$ cat config.mk
export PLATFORM = sky130hd
export DESIGN_NAME = div_fixed
export DESIGN_NICKNAME = d
export VERILOG_FILES = /design/src/rtl/dnn_fixed_pkg.sv /design/src/rtl/div_fixed_step.sv /design/src/rtl/div_fixed.sv
export SDC_FILE = /design/constraint.sdc
export NUM_CORES = 1
export LEC_CHECK = 0
export BUFFER_PORTS_ARGS = -buffer_cell sky130_fd_sc_hd__buf_2
export CAP_MARGIN = 20
export CORE_MARGIN = 10
export CORE_UTILIZATION = 40
export CTS_CLUSTER_DIAMETER = 80
export DETAILED_ROUTE_END_ITERATION = 12
export GPL_ROUTABILITY_DRIVEN = 1
export REMOVE_ABC_BUFFERS = 1
export SYNTH_ARGS = -nofsm -noshare
export SYNTH_HDL_FRONTEND = slang
export SYNTH_SLANG_ARGS = --single-unit
$ cat constraint.sdc
create_clock -name clk -period 5.9 [get_ports clk]
set_input_delay 0.59 -clock clk [delete_from_list [all_inputs] [get_ports clk]]
set_output_delay 0.59 -clock clk [all_outputs]
set_load 0.02 [all_outputs]
$ cat src/rtl/dnn_fixed_pkg.sv
// Shared fixed-point definitions for the DNN training datapath.
// Default Q-format, saturation limits and divider FSM state encoding.
package dnn_fixed_pkg;

  localparam int unsigned WIDTH = 32;
  localparam int unsigned FRAC  = 24;

  localparam logic [31:0] Q_MAX = 32'h7FFF_FFFF;
  localparam logic [31:0] Q_MIN = 32'h8000_0000;

  typedef enum logic [1:0] {
    StIdle,
    StCalc,
    StDone
  } div_state_e;

endpackage

$ cat src/rtl/div_fixed_step.sv
// One restoring-division step: shift in a dividend bit, subtract the divisor when it fits.
module div_fixed_step #(
  parameter int unsigned Width = 33
) (
  input  logic [Width-1:0] rem_i,
  input  logic             bit_i,
  input  logic [Width-1:0] div_i,
  output logic [Width-1:0] rem_o,
  output logic             q_o
);

  logic [Width:0] shifted;

  always_comb begin
    shifted = {rem_i, bit_i};
    if (shifted >= {1'b0, div_i}) begin
      q_o   = 1'b1;
      // True difference is below div_i, so modulo-2^Width subtraction is exact.
      rem_o = shifted[Width-1:0] - div_i;
    end else begin
      q_o   = 1'b0;
      rem_o = shifted[Width-1:0];
    end
  end

endmodule

$ cat src/rtl/div_fixed.sv
// Iterative signed fixed-point divider, one quotient bit per clock (restoring).
// Truncates toward zero, saturates to the Q-format range and flags divide-by-zero.
module div_fixed #(
  parameter int unsigned WIDTH = dnn_fixed_pkg::WIDTH,
  parameter int unsigned FRAC  = dnn_fixed_pkg::FRAC
) (
  input  logic             clk,
  input  logic             rst,
  input  logic             i_start,
  input  logic [WIDTH-1:0] i_a,
  input  logic [WIDTH-1:0] i_b,
  output logic [WIDTH-1:0] o_q,
  output logic             o_valid,
  output logic             o_busy,
  output logic             o_dz,
  output logic             o_sat
);

  import dnn_fixed_pkg::*;

  localparam int unsigned N    = WIDTH + FRAC;
  localparam int unsigned MagW = WIDTH + 1;
  localparam int unsigned CntW = $clog2(N);

  localparam logic [N-1:0]     NegLim = {{FRAC{1'b0}}, 1'b1, {(WIDTH-1){1'b0}}};
  localparam logic [N-1:0]     PosLim = NegLim - {{(N-1){1'b0}}, 1'b1};
  localparam logic [WIDTH-1:0] QMax   = {1'b0, {(WIDTH-1){1'b1}}};
  localparam logic [WIDTH-1:0] QMin   = {1'b1, {(WIDTH-1){1'b0}}};

  div_state_e state_q, state_d;

  logic            sign_q, sign_d;
  logic            a_neg_q, a_neg_d;
  logic            b_zero_q, b_zero_d;
  logic [MagW-1:0] b_mag_q, b_mag_d;
  logic [MagW-1:0] rem_q, rem_d;
  logic [N:0]      dvd_q, dvd_d;
  logic [N-1:0]    quo_q, quo_d;
  logic [CntW-1:0] cnt_q, cnt_d;

  logic [WIDTH-1:0] res_q, res_d;
  logic             valid_q, valid_d;
  logic             busy_q, busy_d;
  logic             dz_q, dz_d;
  logic             sat_q, sat_d;

  logic [MagW-1:0] a_ext, b_ext, a_mag, b_mag;
  logic [MagW-1:0] step_rem;
  logic            step_q;

  // Sign-extend by one bit so that |-2^(WIDTH-1)| is representable.
  always_comb begin
    a_ext = {i_a[WIDTH-1], i_a};
    b_ext = {i_b[WIDTH-1], i_b};
    a_mag = a_ext[WIDTH] ? (~a_ext + 1'b1) : a_ext;
    b_mag = b_ext[WIDTH] ? (~b_ext + 1'b1) : b_ext;
  end

  // The dividend MSB is always zero (|a| <= 2^(WIDTH-1)), so N steps consume bits N-1..0.
  div_fixed_step #(
    .Width (MagW)
  ) u_step (
    .rem_i (rem_q),
    .bit_i (dvd_q[N-1]),
    .div_i (b_mag_q),
    .rem_o (step_rem),
    .q_o   (step_q)
  );

  always_comb begin
    state_d  = state_q;
    sign_d   = sign_q;
    a_neg_d  = a_neg_q;
    b_zero_d = b_zero_q;
    b_mag_d  = b_mag_q;
    rem_d    = rem_q;
    dvd_d    = dvd_q;
    quo_d    = quo_q;
    cnt_d    = cnt_q;
    res_d    = res_q;
    valid_d  = 1'b0;
    busy_d   = busy_q;
    dz_d     = dz_q;
    sat_d    = sat_q;

    case (state_q)
      StIdle: begin
        if (i_start) begin
          sign_d   = a_ext[WIDTH] ^ b_ext[WIDTH];
          a_neg_d  = a_ext[WIDTH];
          b_zero_d = (i_b == '0);
          b_mag_d  = b_mag;
          dvd_d    = {a_mag, {FRAC{1'b0}}};
          rem_d    = '0;
          quo_d    = '0;
          cnt_d    = CntW'(N - 1);
          busy_d   = 1'b1;
          state_d  = StCalc;
        end
      end
      StCalc: begin
        rem_d = step_rem;
        quo_d = {quo_q[N-2:0], step_q};
        dvd_d = dvd_q << 1;
        cnt_d = cnt_q - 1'b1;
        if (cnt_q == '0) begin
          state_d = StDone;
        end
      end
      StDone: begin
        state_d = StIdle;
        busy_d  = 1'b0;
        valid_d = 1'b1;
        if (b_zero_q) begin
          res_d = a_neg_q ? QMin : QMax;
          dz_d  = 1'b1;
          sat_d = 1'b0;
        end else if (!sign_q) begin
          dz_d  = 1'b0;
          sat_d = (quo_q > PosLim);
          res_d = sat_d ? QMax : quo_q[WIDTH-1:0];
        end else begin
          dz_d  = 1'b0;
          sat_d = (quo_q > NegLim);
          res_d = sat_d ? QMin : (~quo_q[WIDTH-1:0] + 1'b1);
        end
      end
      default: begin
        state_d = StIdle;
      end
    endcase
  end

  always_ff @(posedge clk or posedge rst) begin
    if (rst) begin
      state_q  <= StIdle;
      sign_q   <= 1'b0;
      a_neg_q  <= 1'b0;
      b_zero_q <= 1'b0;
      b_mag_q  <= '0;
      rem_q    <= '0;
      dvd_q    <= '0;
      quo_q    <= '0;
      cnt_q    <= '0;
      res_q    <= '0;
      valid_q  <= 1'b0;
      busy_q   <= 1'b0;
      dz_q     <= 1'b0;
      sat_q    <= 1'b0;
    end else begin
      state_q  <= state_d;
      sign_q   <= sign_d;
      a_neg_q  <= a_neg_d;
      b_zero_q <= b_zero_d;
      b_mag_q  <= b_mag_d;
      rem_q    <= rem_d;
      dvd_q    <= dvd_d;
      quo_q    <= quo_d;
      cnt_q    <= cnt_d;
      res_q    <= res_d;
      valid_q  <= valid_d;
      busy_q   <= busy_d;
      dz_q     <= dz_d;
      sat_q    <= sat_d;
    end
  end

  assign o_q     = res_q;
  assign o_valid = valid_q;
  assign o_busy  = busy_q;
  assign o_dz    = dz_q;
  assign o_sat   = sat_q;

endmodule

* Yosys cells after proc, flatten, opt, wreduce, memory -nomap -nowiden
Cells that the tools add are included.
Word-level totals: register bits 225, output and inout bits 36
Operators by class: bitwise gates (word level) 4, multiplexer cells 26, add/subtract/negate cells 5, equal/unequal tests 4, magnitude comparators 3, reductions and logical operators 9
Operator list (number):
- one-hot mux 56 bit (2 select lines) | 2
- two-way mux 32 bit | 6
- two-way mux 56 bit | 2
- two-way mux 33 bit | 3
- one-hot mux 33 bit (2 select lines) | 1
- adder 32 x 1 -> 32 bit (second input constant) | 2
- NOT 32 bit | 2
- > comparator 56 x 31 -> 1 bit (second input constant) | 1
- > comparator 56 x 32 -> 1 bit (second input constant) | 1
- greater-or-equal comparator 34 x 33 -> 1 bit | 1
- adder 33 x 1 -> 33 bit (second input constant) | 1
- NOT 33 bit | 1
- subtractor 33 bit | 1
- logical NOT 32 bit | 1
- one-hot mux 6 bit (2 select lines) | 1
- AND reduction 2 bit | 4
- logical NOT 6 bit | 1
- two-way mux 1 bit | 6
- two-way mux 6 bit | 1
- subtractor 6 x 1 -> 6 bit (second input constant) | 1
- two-way mux 2 bit | 2
- inequality test 2 bit (second input constant) | 2
- one-hot mux 2 bit (2 select lines) | 1
- nonzero test 2 bit | 2
- 5 further kinds | 5

* Depth between registers and ports, before layout
word-level depth 5, depth in mapped cells 14

* By module
A second synthesis with hierarchy kept.
Second synthesis, totals: cell total of the unflattened synthesis 1513, area, all modules 12808.5 um^2
By module, submodules not included:
- div_fixed | times used 1, sequential area each 5029.8 um^2, area an instance 10420.0 um^2, cells each 1147
- div_fixed_step | times used 1, sequential area each 0.0 um^2, area an instance 2388.5 um^2, cells each 366

* Worst setup path before layout
No wires, ideal clock.
path kind input -> register, start input i_b[17], end register b_mag_q[28], path buffers 0, slack 2.820 ns, data required time 5.771 ns, arrival 2.950 ns, cell stages on the path 8, cell sequence or4_4 > or4_1 > or2_1 > or4_4 > or3_4 > o31ai_4 > xor2_1 > o21ai_1
Between the ends: cells in the longest elaborated chain, start to end 3
Ends and longest elaborated chain:
- start, declared | RTL line div_fixed.sv:11 | input logic [WIDTH-1:0] i_b,
- NOT 33 bit | RTL line div_fixed.sv:56 | b_mag = b_ext[WIDTH] ? (~b_ext + 1'b1) : b_ext;
- adder 33 x 1 -> 33 bit | RTL line div_fixed.sv:56
- two-way mux 33 bit | RTL line div_fixed.sv:56
- end signal, assigned | RTL line div_fixed.sv:155 | b_mag_q <= b_mag_d;
- end, declared | RTL line div_fixed.sv:35 | logic [MagW-1:0] b_mag_q, b_mag_d;
No other way between the ends. A chain may end at the register's enable or synchronous reset.

* Worst setup path after layout
start register quo_q[1], end register res_q[10], in the netlist o_q[10]
Between the ends: cells in the longest elaborated chain, start to end 5, elaborated cells on any way between the ends 8, those cells by class add/sub (1); order compare (2); mux (4); bitwise (1)
Ends and longest elaborated chain:
- start, declared | RTL line div_fixed.sv:38 | logic [N-1:0] quo_q, quo_d;
- start signal, assigned | RTL line div_fixed.sv:158 | quo_q <= quo_d;
- NOT 32 bit | RTL line div_fixed.sv:125 | res_d = sat_d ? QMin : (~quo_q[WIDTH-1:0] + 1'b1);
- adder 32 x 1 -> 32 bit | RTL line div_fixed.sv:125
- two-way mux 32 bit | RTL line div_fixed.sv:125
- two-way mux 32 bit * | RTL line div_fixed.sv:118 | end else if (!sign_q) begin
- two-way mux 32 bit * | RTL line div_fixed.sv:114 | if (b_zero_q) begin
- end signal, assigned | RTL line div_fixed.sv:160 | res_q <= res_d;
- end, declared | RTL line div_fixed.sv:41 | logic [WIDTH-1:0] res_q, res_d;
Every way passes the cells marked *; elsewhere a longest branch is shown, timed or not.

==> results.txt <==
The run finished with clean final reports. The number of unique standard cell types used by synthesis is 70, and the initial DRC count is 743. The total wire length after detailed routing was 30500 um; the final HPWL from detailed placement was 21100 um.

For this design the ratio of total power to cell area is 596 nW/um^2. The synthesized design devotes to its leading area cell type 42.7% of total area. The endpoint required time on the critical path came out at 6340 ps. The tools report the initial core utilization as 40.8%. The portion of the clock cycle consumed by the worst path in the final layout came out at 61.2%. The global-route wire length before repair came out at 50400 um.

The number of nets with antenna violations after routing is 0, and the final estimated routing congestion in global placement is 0.907. Setup repair after global routing left no endpoint under its margin. The number of slew-limit violations in the final report is 0, and the number of buffers inserted by post-CTS setup repair is 0. Entering global routing, the biggest net connects 79 pins. The tools report the CTS buffer count as 23. Input and output buffers added on the ports amount to 102. The longest clock path from root to sink contains 3 buffers. 0 antenna diodes ended up in the layout. For met3 alone, demand over resource in global routing was 1.83%. The tools report the via count of the first global-routing pass as 9878.

Derived from the worst setup path, the maximum achievable clock frequency is 0.277 GHz. The number of hold violations in the final report came out at 0. Compared with the post-synthesis result, the final layout area differs by 13.3%. Highest-utilization routing layer at the global route stage: met2.

The die is 192 um tall. The number of resized instances in the post-cts repair step was 0; the average detailed-routed wire length per instance was 17.2 um. Cells fill 46.2% of the core in the end.

The number of instances in the synthesized netlist is 1316, and the relative slew slack is 26.2%. In the routed design, unresolved DRC markers number 0. Data arrives at the worst endpoint at 4050 ps. IR analysis of the VDD net gives a maximum drop of 278 uV. The initial antenna violation count was 0; the number of buffers added to fix hold violations after cts was 0.

After clock tree synthesis, the clock-pin slew on the worst setup and hold paths is 70 ps. The final route contains 9941 vias. Clock tree synthesis found a total of 201 sinks. The global-route track usage on met1 was 22.7%; the proportion of layout cells with a drive suffix above 1 was 12.6%.

In this run the mean area of a mapped cell was 8.95 um^2. The run gives 62 as the site row count. The critical path is of the reg2reg type. The biggest fanout along the worst timing path was 16; the yosys synthesis warning count was 0. The transition at the pin with the smallest max-transition slack is 1100 ps.

By area the synthesized netlist is led by sky130_fd_sc_hd__dfrtp_1 (43%), sky130_fd_sc_hd__o21ai_0 (7.3%), sky130_fd_sc_hd__nand2_1 (5.0%). For the maximum level of the CTS H-tree, the log shows 1. Root cell of the clock tree: sky130_fd_sc_hd__clkbuf_16. The class of the tightest hold or removal check is in2async. The worst path in the final design needs a cycle of 3610 ps, including I/O delays and setup.

The core region is 28900 um^2. The run gives 103 as the number of top-level pins. Sequential elements use 42.7% of the synthesized area. The final layout contains 1478 nets. The total power after layout was 7.95 mW.

In the global route stage, met2 resource usage came out at 26.3%. In this run the cell area of the synthesized design comes to 11800 um^2. The synthesized design contains 0 enable-type register cells. For this run the aggregate overflow at the end of global routing stands at 0.

Summed over all cells, the static leakage comes to 6.03 nW. The routed via count divided by cell count was 5.61. The worst setup path is captured at a flip-flop. The later pin in the worst-skew pair is clocked with a latency of 510 ps. The count of TritonRoute iterations in the first routing pass is 5, and the count of placed standard cells in the final layout, fillers left out is 1772. The floorplan step defined a die boundary enclosing 36700 um^2.

The clock arrives with 15.3 ps of skew. The predominant post-synthesis flop cell was sky130_fd_sc_hd__dfrtp_1. TritonCTS built the clock tree.

The tools report the number of maximum-capacitance violations as 0. In this run, placement finished with an instance count of 1730. The proportion of register bits with asynchronous set or reset after synthesis was 100%.

The worst setup path is launched from a flip-flop. Global routing used 16.1% of the available tracks across all layers. The width of the die was 192 um. Of all cell types, the one taking the most synthesized area is sky130_fd_sc_hd__dfrtp_1. After synthesis the netlist holds a flip-flop and latch count of 201. Setup violations remaining at the end of the flow were counted as 0.
-- path summary, 6_finish.rpt --
path	start	end	slack, ps	cells past startpoint
setup / recovery	quo_q[1]	o_q[10]	2290	11
hold / removal	rst	o_q[28]	170	2
setup reg to reg	quo_q[1]	o_q[10]	2290	11
hold reg to reg	b_mag_q[15]	b_mag_q[15]	470	2
max in group asynchronous	rst	quo_q[24]	4410	3
min in group clk	i_a[29]	dvd_q[55]	350	2
-- synth_stat cells (all sizes together), types with 16 or more instances --
cell	number
o21ai	181
a22oi	31
o31ai	28
a21oi	61
or3	17
a31oi	18
xnor2	31
clkbuf	67
ha	38
nand3	24
mux2i	16
a21o	17
nor2	63
xor2	54
dfrtp	201
nand2	158
a22o	53
inv	57
nor3	30
-- critical path: stages, from the launching register on --
cell and delay (ps):
sky130_fd_sc_hd__dfrtp_1 390, sky130_fd_sc_hd__inv_1 120, sky130_fd_sc_hd__ha_1 190, sky130_fd_sc_hd__or3b_4 400, sky130_fd_sc_hd__or4b_4 540, sky130_fd_sc_hd__nor4_4 400, sky130_fd_sc_hd__nand4b_2 190, sky130_fd_sc_hd__a21oi_4 480
sky130_fd_sc_hd__nand2_2 310, sky130_fd_sc_hd__o31ai_1 310, sky130_fd_sc_hd__a21oi_1 70, sky130_fd_sc_hd__nor2_1 110
-- placed cells by master, fill, tap and decap left out, drive strengths merged, types with 11 or more instances in the layout --
cell      n
dfrtp   201
clkbuf   29
inv      58
o31ai    28
a32oi    12
a22o     53
nand2   158
or2      12
nand3    24
or3      17
nor2     63
a21o     17
o22ai    11
o41ai    14
a22oi    31
a31oi    18
xor2     54
buf     111
xnor2    31
nor4     12
nor3     30
mux2i    16
a21oi    61
o21ai   181
ha       38
-- power by group --
group | total, mW | internal (mW) | switching [mW] | leakage [nW]
logic | 4.04 | 1.66 | 2.38 | 3.03
clock network | 1.51 | 0.928 | 0.577 | 0.389
registers | 2.40 | 1.94 | 0.468 | 2.60
total | 7.95 | 4.53 | 3.42 | 6.03
-- state kept, by name, summed over array words and instances, names as in the netlist, 2 cells and up --
signal / flops
quo_q: 56
b_mag_q: 33
rem_q: 33
dvd_q: 32
o_q: 32
cnt_q: 6
state_q: 2
-- area by class of cell --
| cell class | count | area (um^2) |
|---|---|---|
| clock buffer | 29 | 628 |
| multi-input combinational | 978 | 6240 |
| tap | 384 | 480 |
| clock inverter | 12 | 169 |
| inverter | 57 | 221 |
| fill | 2858 | 15500 |
| timing repair buffer | 111 | 578 |
| sequential | 201 | 5030 |
-- stage by stage --
stage | worst slack, ps | instance area (um^2) | hold slack [ps] | TNS [ps]
finish | 2290 | 13300 | 170 | 0
global route | 2060 | 13300 | 214 | 0
CTS | 2320 | 13300 | 181 | 0
detailed placement | 2330 | 12500 | 460 | 0
global placement | 2440 | 12500 | 461 | 0
floorplan | -172 | 11500 | 446 | -34650
-- per-layer routing --
layer	share of wire (%)	up-vias
met5	0	-
met4	1.1	0
met3	3.4	21
met2	47	159
met1	49	4849
li1	-	4912
-- cells by family (layout without fill, tap and decap cells) --
logic type	after synthesis	after routing	share of synthesized area, %
and+or+nand+nor	366	366	15.0
AOI/OAI and AO/OA	471	471	25.9
muxes	17	17	1.46
buffers and inverters	137	209	4.47
DFF	201	201	42.7
adders and majority gates	39	39	4.21
xor gates and xnor gates	85	85	6.32
(Power assumes the default switching activity.)
